**src/rtl/decode_pkg.sv**
```systemverilog
// Shared opcodes, immediate-extension modes, FSM encodings and decode flags
// for the 16-bit CPU decode/issue stage.
package decode_pkg;

  localparam int XLEN = 16;
  localparam int NREG = 16;

  localparam logic [3:0] OP_ADD    = 4'h0;
  localparam logic [3:0] OP_SUB    = 4'h1;
  localparam logic [3:0] OP_XOR    = 4'h2;
  localparam logic [3:0] OP_RED    = 4'h3;
  localparam logic [3:0] OP_SLL    = 4'h4;
  localparam logic [3:0] OP_SRA    = 4'h5;
  localparam logic [3:0] OP_ROR    = 4'h6;
  localparam logic [3:0] OP_PADDSB = 4'h7;
  localparam logic [3:0] OP_LW     = 4'h8;
  localparam logic [3:0] OP_SW     = 4'h9;
  localparam logic [3:0] OP_LLB    = 4'hA;
  localparam logic [3:0] OP_LHB    = 4'hB;
  localparam logic [3:0] OP_B      = 4'hC;
  localparam logic [3:0] OP_BR     = 4'hD;
  localparam logic [3:0] OP_PCS    = 4'hE;
  localparam logic [3:0] OP_HLT    = 4'hF;

  localparam logic [1:0] IMM_BR  = 2'b00;
  localparam logic [1:0] IMM_MEM = 2'b01;
  localparam logic [1:0] IMM_SE8 = 2'b10;
  localparam logic [1:0] IMM_ZE8 = 2'b11;

  typedef enum logic [1:0] {
    ST_RUN   = 2'b00,
    ST_STALL = 2'b01,
    ST_HALT  = 2'b10
  } state_t;

  // src_a = rs[7:4], src_b = rt[3:0], src_d = field [11:8] read as a source
  typedef struct packed {
    logic [1:0] choice;
    logic       shft;
    logic       is_load;
    logic       dst_v;
    logic       src_a_v;
    logic       src_b_v;
    logic       src_d_v;
  } dec_t;

endpackage

```
**src/rtl/decode_issue_ctrl_if.sv**
```systemverilog
// Fetch->decode and decode->EX signal bundle; `DECODE_PERF_CNT_EN adds the
// performance counter outputs.
interface decode_issue_ctrl_if;
  import decode_pkg::*;

  // A beat moves on a side when its valid and ready are both high at the
  // clock edge; valid never waits on ready, and ready here ignores if_valid.
  logic            if_valid;
  logic [XLEN-1:0] if_instr;
  logic            id_ready;
  logic            flush;
  logic            ex_ready;
  logic            ex_valid;
  logic [XLEN-1:0] ex_instr;
  logic [XLEN-1:0] ex_imm;
  logic [1:0]      ex_imm_choice;
  logic            ex_imm_shft;
  logic            ex_is_load;
  logic [3:0]      ex_dst;
  logic            halted;
  state_t          dbg_state;
`ifdef DECODE_PERF_CNT_EN
  logic [15:0]     perf_stall_cnt;
  logic [15:0]     perf_flush_cnt;
`endif

  modport master (
    output if_valid, if_instr, flush, ex_ready,
    input  id_ready, ex_valid, ex_instr, ex_imm, ex_imm_choice, ex_imm_shft,
           ex_is_load, ex_dst, halted, dbg_state
`ifdef DECODE_PERF_CNT_EN
    , input perf_stall_cnt, perf_flush_cnt
`endif
  );

  modport slave (
    input  if_valid, if_instr, flush, ex_ready,
    output id_ready, ex_valid, ex_instr, ex_imm, ex_imm_choice, ex_imm_shft,
           ex_is_load, ex_dst, halted, dbg_state
`ifdef DECODE_PERF_CNT_EN
    , output perf_stall_cnt, perf_flush_cnt
`endif
  );

endinterface

```
**src/rtl/imm_ctrl_lut.sv**
```systemverilog
// Combinational opcode decode: extension mode, shift, load/dst/source flags,
// and the extended immediate.
module imm_ctrl_lut
  import decode_pkg::*;
(
  input  logic [XLEN-1:0] instr,
  output dec_t            dec,
  output logic [XLEN-1:0] imm
);

  logic [XLEN-1:0] ext;

  always_comb begin
    dec        = '0;
    dec.choice = IMM_SE8;
    unique case (instr[15:12])
      OP_ADD, OP_SUB, OP_XOR, OP_RED, OP_PADDSB: begin
        dec.dst_v = 1'b1; dec.src_a_v = 1'b1; dec.src_b_v = 1'b1;
      end
      OP_SLL, OP_SRA, OP_ROR: begin
        dec.choice = IMM_MEM; dec.dst_v = 1'b1; dec.src_a_v = 1'b1;
      end
      OP_LW: begin
        dec.choice = IMM_MEM; dec.shft = 1'b1; dec.is_load = 1'b1;
        dec.dst_v = 1'b1; dec.src_a_v = 1'b1;
      end
      OP_SW: begin
        dec.choice = IMM_MEM; dec.shft = 1'b1;
        dec.src_a_v = 1'b1; dec.src_d_v = 1'b1;
      end
      OP_LLB, OP_LHB: begin
        dec.choice = IMM_ZE8; dec.dst_v = 1'b1; dec.src_d_v = 1'b1;
      end
      OP_B:    dec.choice = IMM_BR;
      OP_BR:   dec.src_a_v = 1'b1;
      OP_PCS:  dec.dst_v = 1'b1;
      default: dec = dec;
    endcase
  end

  always_comb begin
    ext = '0;
    unique case (dec.choice)
      IMM_BR:  ext = {{6{instr[8]}}, instr[8:0], 1'b0};
      IMM_MEM: ext = {{12{instr[3]}}, instr[3:0]};
      IMM_SE8: ext = {{8{instr[7]}}, instr[7:0]};
      default: ext = {8'h00, instr[7:0]};
    endcase
    imm = dec.shft ? {ext[XLEN-2:0], 1'b0} : ext;
  end

endmodule

```
**src/rtl/decode_issue_ctrl.sv**
```systemverilog
// Decode/issue controller: ID/EX register, load-use bubbles, flush and halt.
// Optional `DECODE_PERF_CNT_EN adds saturating stall/flush counters.
module decode_issue_ctrl
  import decode_pkg::*;
(
  input logic                clk,
  input logic                rst,
  decode_issue_ctrl_if.slave bus
);

  dec_t            dec;
  logic [XLEN-1:0] imm;
  state_t          state_q, state_d;

  logic            ex_valid_q;
  logic [XLEN-1:0] ex_instr_q;
  logic [XLEN-1:0] ex_imm_q;
  logic [1:0]      ex_choice_q;
  logic            ex_shft_q;
  logic            ex_is_load_q;
  logic [3:0]      ex_dst_q;

  logic hazard, adv, id_ready, xfer, stall_evt;

  imm_ctrl_lut u_lut (
    .instr (bus.if_instr),
    .dec   (dec),
    .imm   (imm)
  );

  // R0 never hazards because a load to R0 registers ex_dst = 0
  assign hazard = ex_valid_q && ex_is_load_q && (ex_dst_q != 4'd0) &&
                  ((dec.src_a_v && (bus.if_instr[7:4]  == ex_dst_q)) ||
                   (dec.src_b_v && (bus.if_instr[3:0]  == ex_dst_q)) ||
                   (dec.src_d_v && (bus.if_instr[11:8] == ex_dst_q)));

  assign adv       = !ex_valid_q || bus.ex_ready;
  assign id_ready  = (state_q == ST_RUN) && !hazard && adv && !bus.flush;
  assign xfer      = bus.if_valid && id_ready;
  assign stall_evt = (state_q == ST_RUN) && bus.if_valid && hazard && adv && !bus.flush;

  always_ff @(posedge clk or posedge rst) begin
    if (rst) state_q <= ST_RUN;
    else     state_q <= state_d;
  end

  always_comb begin
    state_d = state_q;
    unique case (state_q)
      ST_RUN: begin
        if (stall_evt)                                  state_d = ST_STALL;
        else if (xfer && (bus.if_instr[15:12] == OP_HLT)) state_d = ST_HALT;
      end
      ST_STALL: state_d = ST_RUN;
      ST_HALT:  state_d = ST_HALT;
      default:  state_d = ST_RUN;
    endcase
    if (bus.flush) state_d = ST_RUN;
  end

  always_ff @(posedge clk or posedge rst) begin
    if (rst) begin
      ex_valid_q   <= 1'b0;
      ex_instr_q   <= '0;
      ex_imm_q     <= '0;
      ex_choice_q  <= IMM_BR;
      ex_shft_q    <= 1'b0;
      ex_is_load_q <= 1'b0;
      ex_dst_q     <= 4'd0;
    end else if (bus.flush) begin
      ex_valid_q   <= 1'b0;
    end else if (xfer) begin
      ex_valid_q   <= 1'b1;
      ex_instr_q   <= bus.if_instr;
      ex_imm_q     <= imm;
      ex_choice_q  <= dec.choice;
      ex_shft_q    <= dec.shft;
      ex_is_load_q <= dec.is_load;
      ex_dst_q     <= dec.dst_v ? bus.if_instr[11:8] : 4'd0;
    end else if (adv) begin
      ex_valid_q   <= 1'b0;
    end
  end

`ifdef DECODE_PERF_CNT_EN
  logic [15:0] stall_cnt_q, flush_cnt_q;

  always_ff @(posedge clk or posedge rst) begin
    if (rst) begin
      stall_cnt_q <= '0;
      flush_cnt_q <= '0;
    end else begin
      if (stall_evt && (stall_cnt_q != 16'hFFFF)) stall_cnt_q <= stall_cnt_q + 16'd1;
      if (bus.flush && (flush_cnt_q != 16'hFFFF)) flush_cnt_q <= flush_cnt_q + 16'd1;
    end
  end

  assign bus.perf_stall_cnt = stall_cnt_q;
  assign bus.perf_flush_cnt = flush_cnt_q;
`endif

  assign bus.id_ready      = id_ready;
  assign bus.ex_valid      = ex_valid_q;
  assign bus.ex_instr      = ex_instr_q;
  assign bus.ex_imm        = ex_imm_q;
  assign bus.ex_imm_choice = ex_choice_q;
  assign bus.ex_imm_shft   = ex_shft_q;
  assign bus.ex_is_load    = ex_is_load_q;
  assign bus.ex_dst        = ex_dst_q;
  assign bus.halted        = (state_q == ST_HALT);
  assign bus.dbg_state     = state_q;

endmodule

```
**src/flat_wrapper.sv**
```systemverilog
// flat-port wrapper written by rule: the top's interface ports become plain ports
module decode_issue_ctrl_flat import decode_pkg::*;
  (clk, rst, bus_if_valid, bus_if_instr, bus_flush, bus_ex_ready, bus_id_ready, bus_ex_valid, bus_ex_instr, bus_ex_imm, bus_ex_imm_choice, bus_ex_imm_shft, bus_ex_is_load, bus_ex_dst, bus_halted, bus_dbg_state);
  decode_issue_ctrl_if bus_i ();
  input logic clk;
  input logic rst;
  input wire logic [$bits(bus_i.if_valid)-1:0] bus_if_valid;
  input wire logic [$bits(bus_i.if_instr)-1:0] bus_if_instr;
  input wire logic [$bits(bus_i.flush)-1:0] bus_flush;
  input wire logic [$bits(bus_i.ex_ready)-1:0] bus_ex_ready;
  output wire logic [$bits(bus_i.id_ready)-1:0] bus_id_ready;
  output wire logic [$bits(bus_i.ex_valid)-1:0] bus_ex_valid;
  output wire logic [$bits(bus_i.ex_instr)-1:0] bus_ex_instr;
  output wire logic [$bits(bus_i.ex_imm)-1:0] bus_ex_imm;
  output wire logic [$bits(bus_i.ex_imm_choice)-1:0] bus_ex_imm_choice;
  output wire logic [$bits(bus_i.ex_imm_shft)-1:0] bus_ex_imm_shft;
  output wire logic [$bits(bus_i.ex_is_load)-1:0] bus_ex_is_load;
  output wire logic [$bits(bus_i.ex_dst)-1:0] bus_ex_dst;
  output wire logic [$bits(bus_i.halted)-1:0] bus_halted;
  output wire logic [$bits(bus_i.dbg_state)-1:0] bus_dbg_state;
  assign bus_i.if_valid = bus_if_valid;
  assign bus_i.if_instr = bus_if_instr;
  assign bus_i.flush = bus_flush;
  assign bus_i.ex_ready = bus_ex_ready;
  assign bus_id_ready = bus_i.id_ready;
  assign bus_ex_valid = bus_i.ex_valid;
  assign bus_ex_instr = bus_i.ex_instr;
  assign bus_ex_imm = bus_i.ex_imm;
  assign bus_ex_imm_choice = bus_i.ex_imm_choice;
  assign bus_ex_imm_shft = bus_i.ex_imm_shft;
  assign bus_ex_is_load = bus_i.ex_is_load;
  assign bus_ex_dst = bus_i.ex_dst;
  assign bus_halted = bus_i.halted;
  assign bus_dbg_state = bus_i.dbg_state;
  decode_issue_ctrl u_core (.clk(clk), .rst(rst), .bus(bus_i));
endmodule
```
**config.mk**
```make
export PLATFORM = sky130hd
export DESIGN_NAME = decode_issue_ctrl_flat
export DESIGN_NICKNAME = d
export VERILOG_FILES = /design/src/rtl/decode_pkg.sv /design/src/rtl/decode_issue_ctrl_if.sv /design/src/rtl/imm_ctrl_lut.sv /design/src/rtl/decode_issue_ctrl.sv /design/src/flat_wrapper.sv
export SDC_FILE = /design/constraint.sdc
export NUM_CORES = 1
export LEC_CHECK = 0
export BUFFER_PORTS_ARGS = -buffer_cell sky130_fd_sc_hd__buf_4
export CAP_MARGIN = 0
export CORE_AREA = 3 3 84 86
export CTS_CLUSTER_DIAMETER = 30
export DETAILED_ROUTE_END_ITERATION = 10
export DIE_AREA = 0 0 87 89
export SLEW_MARGIN = 20
export SYNTH_ARGS = -nofsm -noshare
export SYNTH_HDL_FRONTEND = slang
export SYNTH_HIERARCHICAL = 1
export SYNTH_SLANG_ARGS = --single-unit
export TNS_END_PERCENT = 50
```
**constraint.sdc**
```tcl
create_clock -name clk -period 1.9 [get_ports clk]
set_input_delay 0.38 -clock clk [delete_from_list [all_inputs] [get_ports clk]]
set_output_delay 0.38 -clock clk [all_outputs]
set_load 0.03 [all_outputs]
```
## After elaboration in Yosys (flattened, before gate mapping)

Cells that the tools add are included.

| storage, ports and cells | value |
|---|---|
| bits in registers | 43 |
| input port bits | 21 |
| output and inout port bits | 45 |
| logic and storage cells | 82 |

| cells by class | value |
|---|---|
| equal/unequal tests | 22 |
| multiplexer cells | 17 |
| bitwise logic cells | 1 |
| reduce and logical (&&, ||, !) cells | 34 |

Operators with widths:

| kind | count |
|---|---|
| $pmux 16 s3 | 1 |
| $eq 4x4->1 const B | 8 |
| $eq 4x3->1 const B | 4 |
| $mux 16 | 1 |
| $logic_and 1x1->1 | 15 |
| $eq 4x4->1 | 3 |
| $reduce_or 12->1 | 1 |
| $reduce_or 11->1 | 1 |
| $reduce_or 5->1 | 2 |
| $mux 1 | 9 |
| $eq 4x2->1 const B | 2 |
| $mux 2 | 3 |
| $pmux 2 s3 | 1 |
| $eq 2x2->1 const B | 2 |
| $eq 4x1->1 const B | 1 |
| $logic_not 2->1 | 2 |
| $logic_not 4->1 | 1 |
| $mux 4 | 1 |
| $ne 4x3->1 const B | 1 |
| $pmux 2 s2 | 1 |
| $reduce_bool 4->1 | 1 |
| $reduce_or 2->1 | 2 |
| $logic_not 1->1 | 3 |
| $logic_or 1x1->1 | 3 |
| 5 further kinds | 5 |

## Depth between registers and ports, before layout

| depth | value |
|---|---|
| word-level depth | 17 |
| gate-level depth with buffers | 11 |
| depth with buffers taken out | 8 |

## Modules after synthesis

The synthesis kept the hierarchy.

Modules (own cells, without submodules):

| module | times used | cells each | area each (um^2) | seq. area each (um^2) |
|---|---|---|---|---|
| decode_issue_ctrl | 1 | 135 | 1,995.7 | 1,076.0 |
| imm_ctrl_lut | 1 | 75 | 561.8 | 0.0 |

## Least setup slack after synthesis

No wires, ideal clock.

| timing | value |
|---|---|
| path type | input to output |
| from | input bus_if_instr[12] |
| to | output bus_id_ready |
| arrival time | 2.244 ns |
| required time | 1.520 ns |
| slack | -0.724 ns |
| stages | 9 |
| path buffers | 2 |
| cell sequence | buf_4 -> buf_4 -> o21ai_0 -> nand2_1 -> o2111ai_1 -> nor3b_1 -> o21ai_2 -> nand3_1 -> nor4_1 |

RTL lines:

| element | line | source |
|---|---|---|
| from (decl) | flat_wrapper.sv:8 | `input wire logic [$bits(bus_i.if_instr)-1:0] bus_if_instr;` |
| to (decl) | flat_wrapper.sv:11 | `output wire logic [$bits(bus_i.id_ready)-1:0] bus_id_ready;` |

## Worst setup path after layout

| timing | value |
|---|---|
| from | register u_core.ex_dst_q[3], in the netlist u_core/bus.ex_dst[3] |
| to | output bus_id_ready |

| between the ends | value |
|---|---|
| word-level cells in the longest chain between the ends | 9 |
| elaborated cells on any way between the ends | 15 |
| classes of those cells | 3 x eq/ne; 12 x reduce/logical |

RTL lines:

| element | line | source |
|---|---|---|
| from (decl) | decode_issue_ctrl.sv:21 | `logic [3:0] ex_dst_q;` |
| from (signal assigned) | decode_issue_ctrl.sv:79 | `ex_dst_q <= dec.dst_v ? bus.if_instr[11:8] : 4'd0;` |
| $eq 4x4->1, on equally long branches | decode_issue_ctrl.sv:33, decode_issue_ctrl.sv:34 |  |
| $logic_and 1x1->1, on equally long branches | decode_issue_ctrl.sv:33, decode_issue_ctrl.sv:34 |  |
| $logic_or 1x1->1 | decode_issue_ctrl.sv:33 | `((dec.src_a_v && (bus.if_instr[7:4] == ex_dst_q)) \|\|` |
| $logic_or 1x1->1 | decode_issue_ctrl.sv:34 | `(dec.src_b_v && (bus.if_instr[3:0] == ex_dst_q)) \|\|` |
| $logic_and 1x1->1 (*) | decode_issue_ctrl.sv:32 | `assign hazard = ex_valid_q && ex_is_load_q && (ex_dst_q != 4'd0) &&` |
| $logic_not 1->1 (*) | decode_issue_ctrl.sv:38 | `assign id_ready = (state_q == ST_RUN) && !hazard && adv && !bus.flush;` |
| $logic_and 1x1->1 (*) (3 in a row) | decode_issue_ctrl.sv:38 |  |

Every way passes the cells marked *; elsewhere a longest branch is shown, timed or not.

==> results.md <==
- Register bit count reported by yosys: 43
- Maximum vdd ir drop: 0.000526 V
- CTS Buffer Depth: 2
- Count of standard-cell rows: 29
- Number of iterations in the first detailed-routing pass: 4
- Reg-to-reg critical path startpoint: u_core/bus.ex_dst[1]
- Area leader, netlist: dfrtp_1
- Required time worst endpoint: 1.52 ns
- Min-delay worst type: in -> async
- Standard cell core area: 6350 um2
- Detail-routed net length per standard cell: 16.6 um
- Clock Pin Slew Worst Setup and Hold Paths: 0.09 ns
- Remaining max-slew budget at the tightest pin: 0.643
- Leak pwr: 1.85 nW
- Total track usage: 0.169
- Unique cell type count in the Yosys netlist: 50
- Final layout net count: 335
- Number of buffers created by CTS: 5
- Type of destination of the critical path: primary output
- Proportion of power drawn by combinational gates: 0.421
- Vertical die dimension: 89 um
- Iteration-0 DRC count of the detailed router: 192
- Maximum operating frequency: 0.448 GHz
- Post-detailed-route DRC marker count: 0
- Slew at the pin with the worst max-slew slack: 0.533 ns
- Summed instance area of the synthesized netlist: 2560 um2
- Net Sw Frac: 0.355
- Critical path fanouts, max: 4
- Final setup vio count: 41
- Crit path launch type: flip-flop
- Cell-internal power: 2.18 mW
- Final hold violation count: 0
- Placed Cells incl. Taps: 374
- Diode count: 0
- Setup repair after global routing missed its margin: true
- Path depth of the worst reg2reg path: 9
- CTS H-Tree Depth: 2
- Violations in the final reports: negative setup slack
- Clock network fraction of design power: 0.221
- Max Cap Violations: 0
- Initial antenna violation count: 0
- Total nets after synthesis: 231
- Maximum number of pins on one net before global-route repair: 25
- Cell types with the largest area share after synthesis: dfrtp_1 42%, mux2_4 21%, buf_6 4.0%, mux2i_1 2.3%, nand2_1 2.3%
- Post-detailed-placement half-perimeter wirelength: 4670 um
- FF-to-FF setup slack: -0.25 ns
- Root buf cell: clkbuf_8
- Number of enable-type register cells in the synthesized netlist: 0
- Reg power frac: 0.357
- Sw power: 1.20 mW
- Count of final max-slew check failures: 0
- Arrival time worst endpoint: 1.85 ns
- IO Pins: 66
- Total global routing overflow: 0
- Wire length after detailed routing: 6500 um
- Total clock sinks: 43
- Placer Congestion: 0.893
- Minimum clock period: 2.23 ns
- Fraction of synthesis flops using an asynchronous set or reset pin: 1.00
- Post-route ant nets: 0
- Starting utilization of the core area: 0.403
- Yosys synthesis warning count: 6
- TritonCTS clock tree: yes
- Post-route insts no fill: 392
- Post-DR vias/cell: 5.19
- Area fraction of the dominant cell type after synthesis: 0.421
- Total design power: 3.39 mW
- Filler cells: 534
- Input/output buffers: 65
- R2r endpoint: u_core/bus.ex_imm[11]
- Area delta synth->final: 44.9%
- Dominant register cell in the synthesized netlist: dfrtp_1
- Worst clock skew: 0.0116 ns
- Status: finished, violations left
- Avg Cell Area, Syn: 12.2 um2
- Final worst path period share: 1.17
- Detailed-route via count: 2033
- Number of global-route vias before repair: 2038
- Power per unit of standard cell area: 914 nW/um2
- Final worst-path setup slack: -0.332 ns
- Synthesized instance count: 210
- Wire length of the first global-routing pass: 10100 um
- Overall die width: 87 um
- Die area: 7740 um2
- Clock network latency to the later pin of the worst-skew pair: 0.30 ns
- Setup CP Type: reg -> out
- Share of post-route cells with drive strength above 1: 0.619
- Sequential-to-total area share from yosys stat: 0.421
through the flow:
| step | setup WS [ns] | area, um2 | utilization | hold WS [ns] | setup TNS [ns] |
|---|---|---|---|---|---|
| floorplan | -0.192 | 2640 | - | 0.451 | -2.30 |
| global placement | -0.282 | 3380 | 0.532 | 0.414 | -8.16 |
| detailed placement | -0.238 | 3380 | 0.532 | 0.426 | -6.43 |
| CTS | -0.313 | 3620 | 0.569 | 0.0862 | -6.11 |
| global route | -0.406 | 3710 | 0.584 | 0.0998 | -13.11 |
| finish | -0.332 | 3710 | 0.584 | 0.0762 | -9.41 |
metal layers:
metal / GRT usage / wire (um)
met1: 0.219 / 2940
met2: 0.282 / 3180
met3: 0.0378 / 315
met5: 0 / 0
met4: 0.0552 / 70
worst max-delay path, stage by stage, from the launching register on:
cell and delay (ns):
dfrtp_2 0.44, xor2_1 0.18, nor4_2 0.35, nand2_2 0.14
buf_6 0.15, nand3_4 0.07, nor4_4 0.04, buf_4 0.17
cell type report:
| cell class | instances | area, um2 | area share |
|---|---|---|---|
| inverter | 9 | 36.3 | 0.00979 |
| tap | 77 | 96.3 | 0.0260 |
| timing repair buffer | 114 | 963 | 0.260 |
| multi-input combinational | 141 | 1410 | 0.381 |
| clock inverter | 3 | 47.5 | 0.0128 |
| sequential | 43 | 1080 | 0.292 |
| clock buffer | 5 | 68.8 | 0.0186 |
power by group through the flow:
stage | clock (mW) | combinational [mW] | sequential, mW
after floorplan | 0 | 0.508 | 1.57
after global placement | 0 | 1.32 | 1.23
after detailed placement | 0 | 1.33 | 1.24
after CTS | 0.777 | 1.41 | 1.21
after global routing | 0.819 | 1.51 | 1.24
final | 0.750 | 1.43 | 1.21
timing repair:
action / CTS / global route
setup buffers: 6 / 2
hold buffers: 0 / 0
resized for setup: 15 / 5
cloned: 0 / 2
endpoints found under the setup margin: 37 / 42
pin swaps: 8 / 3
cell families (layout without fill, tap and decap cells):
| logic type | after synthesis | in the layout | synth area share |
|---|---|---|---|
| AND/OR/NAND/NOR | 51 | 51 | 0.118 |
| buffers and inverters | 26 | 131 | 0.0753 |
| adder cells (fa/ha/maj) | 1 | 1 | 0.00440 |
| flip-flops | 43 | 43 | 0.421 |
| multiplexers | 45 | 45 | 0.247 |
| AO/OA/AOI/OAI | 36 | 36 | 0.107 |
| XOR/XNOR | 8 | 8 | 0.0274 |
cell usage in the layout (no fill, tap or decap), types with 3 or more instances in the layout:
| cell | synthesis | layout |
|---|---|---|
| nand2_1 | 16 | 14 |
| nor3_1 | 3 | 3 |
| mux2_2 | 4 | 3 |
| buf_6 | 9 | 6 |
| a21oi_1 | 5 | 5 |
| dfrtp_1 | 43 | 39 |
| buf_12 | 0 | 4 |
| clkbuf_8 | 0 | 5 |
| nand3_1 | 5 | 4 |
| mux2i_1 | 6 | 6 |
| xor2_1 | 6 | 4 |
| buf_4 | 7 | 102 |
| nor2_1 | 7 | 7 |
| mux2_4 | 35 | 36 |
| o21ai_0 | 5 | 4 |
| inv_2 | 3 | 4 |
| a31oi_1 | 3 | 3 |
| dfrtp_2 | 0 | 4 |
| o211ai_1 | 4 | 4 |
| a221oi_1 | 3 | 3 |
| inv_1 | 6 | 4 |
state kept, by name (all words and copies together) (netlist names):
register                  flops
u_core/bus.dbg_state          2
u_core/bus.ex_instr          16
u_core/bus.ex_imm_shft        1
u_core/bus.ex_dst             4
u_core/bus.ex_is_load         1
u_core/bus.ex_valid           1
u_core/bus.ex_imm_choice      2
u_core/bus.ex_imm            16
Yosys cell counts (3+ instances only):
library cell and number:
nand2_1 16, buf_6 9, a221oi_1 3, nor2_1 7, o211ai_1 4, a31oi_1 3
inv_1 6, buf_4 7, inv_2 3, xor2_1 6, nand2b_1 3, dfrtp_1 43
a21oi_1 5, mux2_2 4, mux2_4 35, nand3_1 5, o21ai_0 5, nor4_1 3
mux2i_1 6, nor3_1 3
how the worst max path moves through the flow:
stage / from / to / slack [ns] / cells after the start
after floorplan: bus_if_instr[12] / bus_id_ready / -0.19 / 9
after global placement: bus_if_instr[14] / bus_id_ready / -0.28 / 10
after detailed placement: bus_if_instr[14] / bus_id_ready / -0.24 / 10
after CTS: u_core/bus.ex_dst[3] / bus_id_ready / -0.31 / 7
after global routing: u_core/bus.ex_dst[3] / bus_id_ready / -0.41 / 7
final: u_core/bus.ex_dst[3] / bus_id_ready / -0.33 / 7
No activity file was read; power rests on OpenSTA's default activity.
